--- config.mk ---
export PLATFORM = sky130hd
export DESIGN_NAME = cook_timer
export DESIGN_NICKNAME = d
export VERILOG_FILES = /design/src/rtl/cook_timer_pkg.sv /design/src/rtl/cook_timer_bcd_dec_digit.sv /design/src/rtl/cook_timer.sv
export SDC_FILE = /design/constraint.sdc
export NUM_CORES = 1
export LEC_CHECK = 0
export CAP_MARGIN = 20
export CELL_PAD_IN_SITES_DETAIL_PLACEMENT = 2
export CELL_PAD_IN_SITES_GLOBAL_PLACEMENT = 2
export CORE_UTILIZATION = 35
export DETAILED_ROUTE_END_ITERATION = 10
export PLACE_DENSITY_LB_ADDON = 0.1
export SYNTH_ARGS = -nofsm -noshare
export SYNTH_HDL_FRONTEND = slang
export SYNTH_SLANG_ARGS = --single-unit
--- constraint.sdc ---
create_clock -name clk -period 3.18 [get_ports clk]
set_clock_uncertainty 0.05 [all_clocks]
set_input_delay 0.636 -clock clk [delete_from_list [all_inputs] [get_ports clk]]
set_output_delay 0.636 -clock clk [all_outputs]
set_load 0.02 [all_outputs]
--- src/rtl/cook_timer_pkg.sv ---
// cook_timer_pkg
//   Shared widths and constants for the cook timer: BCD digit width, digit
//   count, and the per-digit reload value used when a digit borrows.
//   digit_max() returns the reload value for a digit position
//   (0 = sec_ones ... 3 = min_tens).
package cook_timer_pkg;

    localparam int unsigned BCD_W        = 4;
    localparam int unsigned NUM_DIGITS   = 4;
    localparam int unsigned SEC_TENS_IDX = 1;

    localparam logic [BCD_W-1:0] BCD_MAX      = 4'd9;
    localparam logic [BCD_W-1:0] SEC_TENS_MAX = 4'd5;

    function automatic logic [BCD_W-1:0] digit_max(input int unsigned idx);
        return (idx == SEC_TENS_IDX) ? SEC_TENS_MAX : BCD_MAX;
    endfunction

endpackage

--- src/rtl/cook_timer_bcd_dec_digit.sv ---
// bcd_dec_digit
//   One stage of the BCD decrement borrow chain.
//   d          in   current digit value
//   max        in   value loaded when the digit underflows
//   borrow_in  in   request to decrement this digit
//   q          out  digit value after the (optional) decrement
//   borrow_out out  this digit was 0 and borrowed from the next stage
module bcd_dec_digit
    import cook_timer_pkg::*;
(
    input  logic [BCD_W-1:0] d,
    input  logic [BCD_W-1:0] max,
    input  logic             borrow_in,
    output logic [BCD_W-1:0] q,
    output logic             borrow_out
);

    always_comb begin
        q          = d;
        borrow_out = 1'b0;
        if (borrow_in) begin
            if (d == '0) begin
                q          = max;
                borrow_out = 1'b1;
            end else begin
                q = d - BCD_W'(1);
            end
        end
    end

endmodule

--- src/rtl/cook_timer.sv ---
// cook_timer
//   Microwave countdown timer. Keypad digits shift into a 4-digit BCD MM:SS
//   register; while the magnetron runs the count decrements once per
//   TICK_DIV clock cycles until it reaches 00:00.
//   clk          in   system clock, rising edge
//   rst          in   asynchronous active-high reset
//   clearn       in   active-low synchronous clear of count and prescaler
//   digit_valid  in   one-cycle keypad strobe
//   digit        in   BCD keypad digit (values >9 are ignored)
//   mag_on       in   magnetron running; enables the countdown
//   min_tens..sec_ones out  displayed BCD digits
//   timer_done   out  count is 00:00 (decoded from registers only)
//   tick         out  one-cycle pulse in the cycle whose edge decrements
module cook_timer
    import cook_timer_pkg::*;
#(
    parameter int unsigned TICK_DIV = 50_000_000,
    parameter int unsigned PW       = 26
) (
    input  logic             clk,
    input  logic             rst,
    input  logic             clearn,
    input  logic             digit_valid,
    input  logic [BCD_W-1:0] digit,
    input  logic             mag_on,
    output logic [BCD_W-1:0] min_tens,
    output logic [BCD_W-1:0] min_ones,
    output logic [BCD_W-1:0] sec_tens,
    output logic [BCD_W-1:0] sec_ones,
    output logic             timer_done,
    output logic             tick
);

    // Index 0 is sec_ones, index NUM_DIGITS-1 is min_tens.
    logic [NUM_DIGITS-1:0][BCD_W-1:0] cnt_q;
    logic [NUM_DIGITS-1:0][BCD_W-1:0] cnt_dec;
    logic [NUM_DIGITS:0]              borrow;
    logic [PW-1:0]                    presc_q;
    logic                             presc_last;
    logic                             run;
    logic                             entry_ok;

    // The chain always computes count-1. A borrow out of the top stage
    // only happens when every digit is zero, so it doubles as the
    // zero-count decode.
    assign borrow[0] = 1'b1;

    for (genvar i = 0; i < NUM_DIGITS; i++) begin : g_chain
        bcd_dec_digit u_digit (
            .d          (cnt_q[i]),
            .max        (digit_max(i)),
            .borrow_in  (borrow[i]),
            .q          (cnt_dec[i]),
            .borrow_out (borrow[i+1])
        );
    end

    assign timer_done = borrow[NUM_DIGITS];

    always_comb begin
        run        = mag_on & ~timer_done;
        presc_last = (presc_q == PW'(TICK_DIV - 1));
        entry_ok   = digit_valid & ~mag_on & (digit <= BCD_MAX);
        tick       = clearn & run & presc_last;
    end

    always_ff @(posedge clk or posedge rst) begin
        if (rst) begin
            cnt_q   <= '0;
            presc_q <= '0;
        end else if (!clearn) begin
            cnt_q   <= '0;
            presc_q <= '0;
        end else if (entry_ok) begin
            cnt_q   <= {cnt_q[NUM_DIGITS-2:0], digit};
            presc_q <= '0;
        end else if (run) begin
            if (presc_last) begin
                presc_q <= '0;
                cnt_q   <= cnt_dec;
            end else begin
                presc_q <= presc_q + PW'(1);
            end
        end
    end

    assign min_tens = cnt_q[3];
    assign min_ones = cnt_q[2];
    assign sec_tens = cnt_q[1];
    assign sec_ones = cnt_q[0];

endmodule

---- Word level (Yosys, flattened, before mapping) ----
Cells that the tools add are included.
cells by class
  $lt $le $gt $ge ......................... 1
  reduce and logical (&&, ||, !) cells .... 8
  add/sub/neg operators ................... 5
  bitwise operators ....................... 7
  muxes and demuxes ....................... 22
  eq/ne operators ......................... 6
operators by type and width
  cell                                                                      count
  26-bit 2-to-1 mux                                                         4
  16-bit 2-to-1 mux                                                         4
  4-bit 2-to-1 mux                                                          7
  26-bit by 1-bit adder with 26-bit output (second input constant)          1
  26-bit equality test (second input constant)                              1
  4-bit logical NOT                                                         4
  4-bit by 1-bit subtractor with 4-bit output (second input constant)       4
  3-bit by 1-bit inequality test with 1-bit output (second input constant)  5
  3-bit AND reduction                                                       3
  1-bit 2-to-1 mux                                                          7
  1-bit bitwise AND                                                         5
  4-bit <= comparator (second input constant)                               1
  1-bit inverter                                                            2
  2-bit AND reduction                                                       1
storage, ports and cells
  flip-flop bits (word level) ............. 42
  logic and storage cells ................. 54
  input bits .............................. 9
  output and inout bits ................... 18

---- Depth between registers and ports, before layout ----
  depth after elaboration ................. 10
  mapped depth ............................ 8
  depth with buffers taken out ............ 6

---- Hierarchy ----
From an unflattened synthesis, not the netlist that was laid out.
unflattened totals
  cells, all modules ...................... 348
  area, all modules ....................... 3011.6 um2
modules (own cells, without submodules)
  module         cells an instance  seq. area each (um2)  times used  area each (um2)
  cook_timer     256                1051.0                1           2371.0
  bcd_dec_digit  23                 0.0                   4           160.2

---- Worst setup path before layout ----
No wires, ideal clock.
  path kind ............................... reg2out
  start ................................... register presc_q[11]
  end ..................................... output tick
  cell stages (with the launch flop) ...... 6
  arrival ................................. 1818 ps
  path slack .............................. 676 ps
  data required time ...................... 2494 ps
  path buffers ............................ 1
  path through ............................ dfrtp_1 -> or4_4 -> nor4_4 -> buf_6 -> nand3_1 -> nor2_1
between the ends
  longest elaborated chain between the ends .. 2
ends and longest elaborated chain
  what                      RTL line          RTL
  start: declaration        cook_timer.sv:38  logic [PW-1:0] presc_q;
  start signal: assignment  cook_timer.sv:82  presc_q <= presc_q + PW'(1);
  26-bit equality test      cook_timer.sv:62  presc_last = (presc_q == PW'(TICK_DIV - 1));
  1-bit bitwise AND         cook_timer.sv:64  tick = clearn & run & presc_last;
  end: declaration          cook_timer.sv:31  output logic tick
No other way between the ends.

---- Worst setup path after layout ----
  start ................................... register cnt_q (netlist bit sec_tens[3])
  end ..................................... output timer_done
between the ends
  longest elaborated chain between the ends .. 5
ends and longest elaborated chain
  what                            RTL line                        RTL
  start: declaration              cook_timer.sv:35                logic [NUM_DIGITS-1:0][BCD_W-1:0] cnt_q;
  start signal: assignment        cook_timer.sv:75                cnt_q <= {cnt_q[NUM_DIGITS-2:0], digit};
  start signal: assignment        cook_timer.sv:80                cnt_q <= cnt_dec;
  4-bit logical NOT               cook_timer_bcd_dec_digit.sv:22  if (d == '0) begin
  1-bit 2-to-1 mux                cook_timer_bcd_dec_digit.sv:22
  1-bit 2-to-1 mux (3 in series)  cook_timer_bcd_dec_digit.sv:21  if (borrow_in) begin
  end: declaration                cook_timer.sv:30                output logic timer_done,
No other way between the ends.

==> results.md <==
- Worst Setup SP: sec_tens[3]
- Critical Path Stages: 4
- Relative slew slack: 0.509
- Die H: 89.9 um
- Die width: around 90 um
- Sequential share of the synthesized area: 0.389
- TritonCTS clock tree: yes
- Worst EP arrival: 2330 ps
- Layout area overhead: 22.8%
- FF-to-FF Start: presc_q[10]
- CP Launch Type: flip-flop
- Share of post-route cells with drive strength above 1: 0.133
- Die area: 8080 um2
- Fmax: 331 MHz
- Critical path's top delay family: simple AND/OR/NAND/NOR gates
- Top_reg_cell synth: dfrtp_1
- Post-synthesis async set-or-reset flop share: 1.00
- Gr usage total: 0.245
- Fin crit share: 0.949
- Post-Synth Simple-Gate Area: 0.314
- Final Util: 0.451
- Total clock buffers created by CTS: 5
- CTS Root Cell: clkbuf_8
- # clock sinks: 42
- Synth Area per Inst: about 8.9 um2
- Hold Crit Class: reg -> reg
- Cell taking the most area after synthesis: dfrtp_1
- VDD IR-drop max: 224 uV
- Status: completed
- Core footprint: 7370 um2
- RSZ-0062 raised after global routing: false
- Post-synthesis compound-gate area fraction: 0.180
- Initial DRC Count: 72
- Drt first pass iters: 4
- Initial antenna violation count: 0
- Netlist Area Pre-Place: between 2000 and 3000 um2
- FP Rows: 31
- Fin. max-slew vios: 0
- Clock Pin Slew Worst Setup and Hold Paths: 90 ps
- TNS Setup: 0 ps
- Vias in the first global route: between 2k and 3k
- Cts hold-fix bufs: 0
- Number of setup violations in the final report: 0
- Fillers: 837
- Synth Area in Adders: 0.00463
- Setup repair bufs after CTS: 0
- CTS H-tree lvls: 2
- Reg2Reg Depth: 5
- CP Capture Point: timer_done
- Max-cap violations: 0
- Vias/cell: 5.97
- Minimum clock period after layout: 3020 ps
- CP Max Fanout: 6
- Worst path buffer plus inverter count: 1
- CP max-delay cell: clkdlybuf4s50_1
- Synth Register Bits: between 40 and 50
- Antenna cells: 0
- FF-to-FF End: min_tens[0]
- Gr ovfl total: 0
- Port Buffers: 26
- Total Wirelength: ~9.4 mm
- PD cells: 416 nW/um2
- Synth Warn #: 0
- Ranking of synthesized cells by area: dfrtp_1, nand3_1, nor2_1, nand2_1, xnor2_1
- Crit path required time: around 2500 ps
- Post-Syn Instances: between 300 and 400
- DR WL/cell: 21.2 um
- Ports: 27
- Syn Nets: 315
- Routed vias: 2,651
- GP Congestion: 0.803
- Clk_lat worst skew: approximately 300 ps
- Flop2flop setup slack: about 570 ps
- Largest family of logic cells by synthesized area: simple AND/OR/NAND/NOR gates
- Netlist cell types: between 50 and 60
- Synth top area share: 0.389
- Leak: around 1.3 nW
- CP max stage delay: 640 ps
- Critical path, cell by cell: nor4_2 -> nand2_1 -> nor3_1 -> clkdlybuf4s50_1
- XOR/XNOR Fraction of Synth Area: 0.0648
- Final nets: 354
- Largest net degree at the start of global routing: 27
- CTS Buffer Depth: 2
- Number of enable flip-flop cells after synthesis: 0
- Initial cell density of the core: 0.367
- DRC viols: 0
- Slew @ Worst Pin: 732 ps
- Crit. End Element: primary output
- Final ANT Viol Nets: 0
- Hold path depth: 2
- HPWL after DPL: 6.81 mm
- First-pass GRT wire length: 15.7 mm
- Crit Path Category: reg -> out
- Multiplexer share of the synthesized area: 0.00740
- Final hold vios: 0
[final cells by class]
type | count | area [um2] | share of cell area
Clock inverter | 2 | 60.1 | 0.0181
Inverter | 5 | 18.8 | 0.00565
Timing Repair Buffer | 48 | 424 | 0.128
Sequential cell | 42 | 1050 | 0.316
Tap cell | 99 | 124 | 0.0373
Multi-Input combinational cell | 242 | 1560 | 0.470
Clock buffer | 6 | 82.6 | 0.0249
[stage by stage]
step | cell area, um2 | cells | power, mW | worst slack [ps] | hold WS [ps]
final | 3320 | 444 | 1.38 | 161 | 515
after global routing | 3320 | 444 | 1.44 | 49.5 | 533
after CTS | 3310 | 444 | 1.40 | 7.33 | 516
after detailed placement | 3170 | 436 | 0.847 | 141 | 503
after global placement | 3170 | 436 | 0.839 | 142 | 486
after floorplan | 2710 | 305 | 0.737 | 676 | 460
[how the worst min path moves through the flow]
stage                start           to  slack, ps
6_report        presc_q[1]   presc_q[1]        520
5_1_grt         presc_q[1]   presc_q[1]        530
4_1_cts         presc_q[1]   presc_q[1]        520
3_5_place_dp    presc_q[1]   presc_q[1]        500
3_3_place_gp    presc_q[1]   presc_q[1]        490
2_1_floorplan  presc_q[25]  presc_q[25]        460
[repair_timing]
| item | in CTS | in global routing |
|---|---|---|
| endpoints found under the hold margin | 0 | 0 |
| resized for setup | 1 | 2 |
| cloned | 0 | 0 |
| pin swaps | 0 | 0 |
| endpoints found under the setup margin | 1 | 1 |
[synth_stat cells (3+ instances only)]
library cell and instances:
dfrtp_1 42, nor2_1 32, nand2_1 28, nand3_1 25
nand4_1 15, a21oi_1 13, xnor2_1 12, clkbuf_1 10
a211oi_1 9, nor4_1 9, nor3_1 8, or4_1 8
xor2_1 8, o21ai_0 6, o21ai_1 6, inv_1 5
and2_1 4, and3_1 4, buf_6 4, nand4b_1 4
a2111oi_2 3, or2_2 3, or3_1 3, or4_4 3
[where the power goes]
part	internal [mW]	total (mW)	switching (mW)
sequential	0.547	0.573	0.0257
clock	0.335	0.542	0.206
combinational	0.106	0.269	0.163
total	0.988	1.38	0.395
[logic make-up after synthesis]
| logic type | Yosys count |
|---|---|
| compound gates | 64 |
| mux | 2 |
| fa+ha+maj | 1 |
| buf+inv | 21 |
| xor+xnor | 20 |
| flops | 42 |
| simple gates | 155 |
[sequential cells by signal (all words and copies together) (netlist names)]
register	flops
presc_q	26
min_ones	4
min_tens	4
sec_ones	4
sec_tens	4
[worst reg2reg max path: stages (launching register included)]
cell and delay (ps):
dfrtp_1 430, or4_4 580, nor4_2 470, nand4_1 390
or4_1 530, nand3_1 100
[routing by layer]
metal  share of wire  vias up  track usage
met1            0.45     1368        0.308
met3           0.024       11       0.0330
met2            0.52       38        0.447
met4          0.0095        0       0.0484
met5               0        -            0
li1                -     1234            -
[cell usage in the layout (no fill, tap or decap), types with 4 or more instances in the layout]
| cell type | n |
|---|---|
| nor2_1 | 32 |
| inv_1 | 4 |
| buf_4 | 22 |
| clkdlybuf4s50_1 | 25 |
| or4_1 | 8 |
| nor4_1 | 6 |
| o21ai_1 | 6 |
| nand4_1 | 15 |
| xor2_1 | 8 |
| and2_1 | 4 |
| nand3_1 | 25 |
| xnor2_1 | 12 |
| nor3_1 | 8 |
| a211oi_1 | 9 |
| nand4b_1 | 4 |
| a21oi_1 | 13 |
| nor4_2 | 4 |
| dfrtp_1 | 42 |
| o21ai_0 | 6 |
| and3_1 | 4 |
| nand2_1 | 28 |
| clkbuf_8 | 6 |
(Power assumes the default switching activity.)
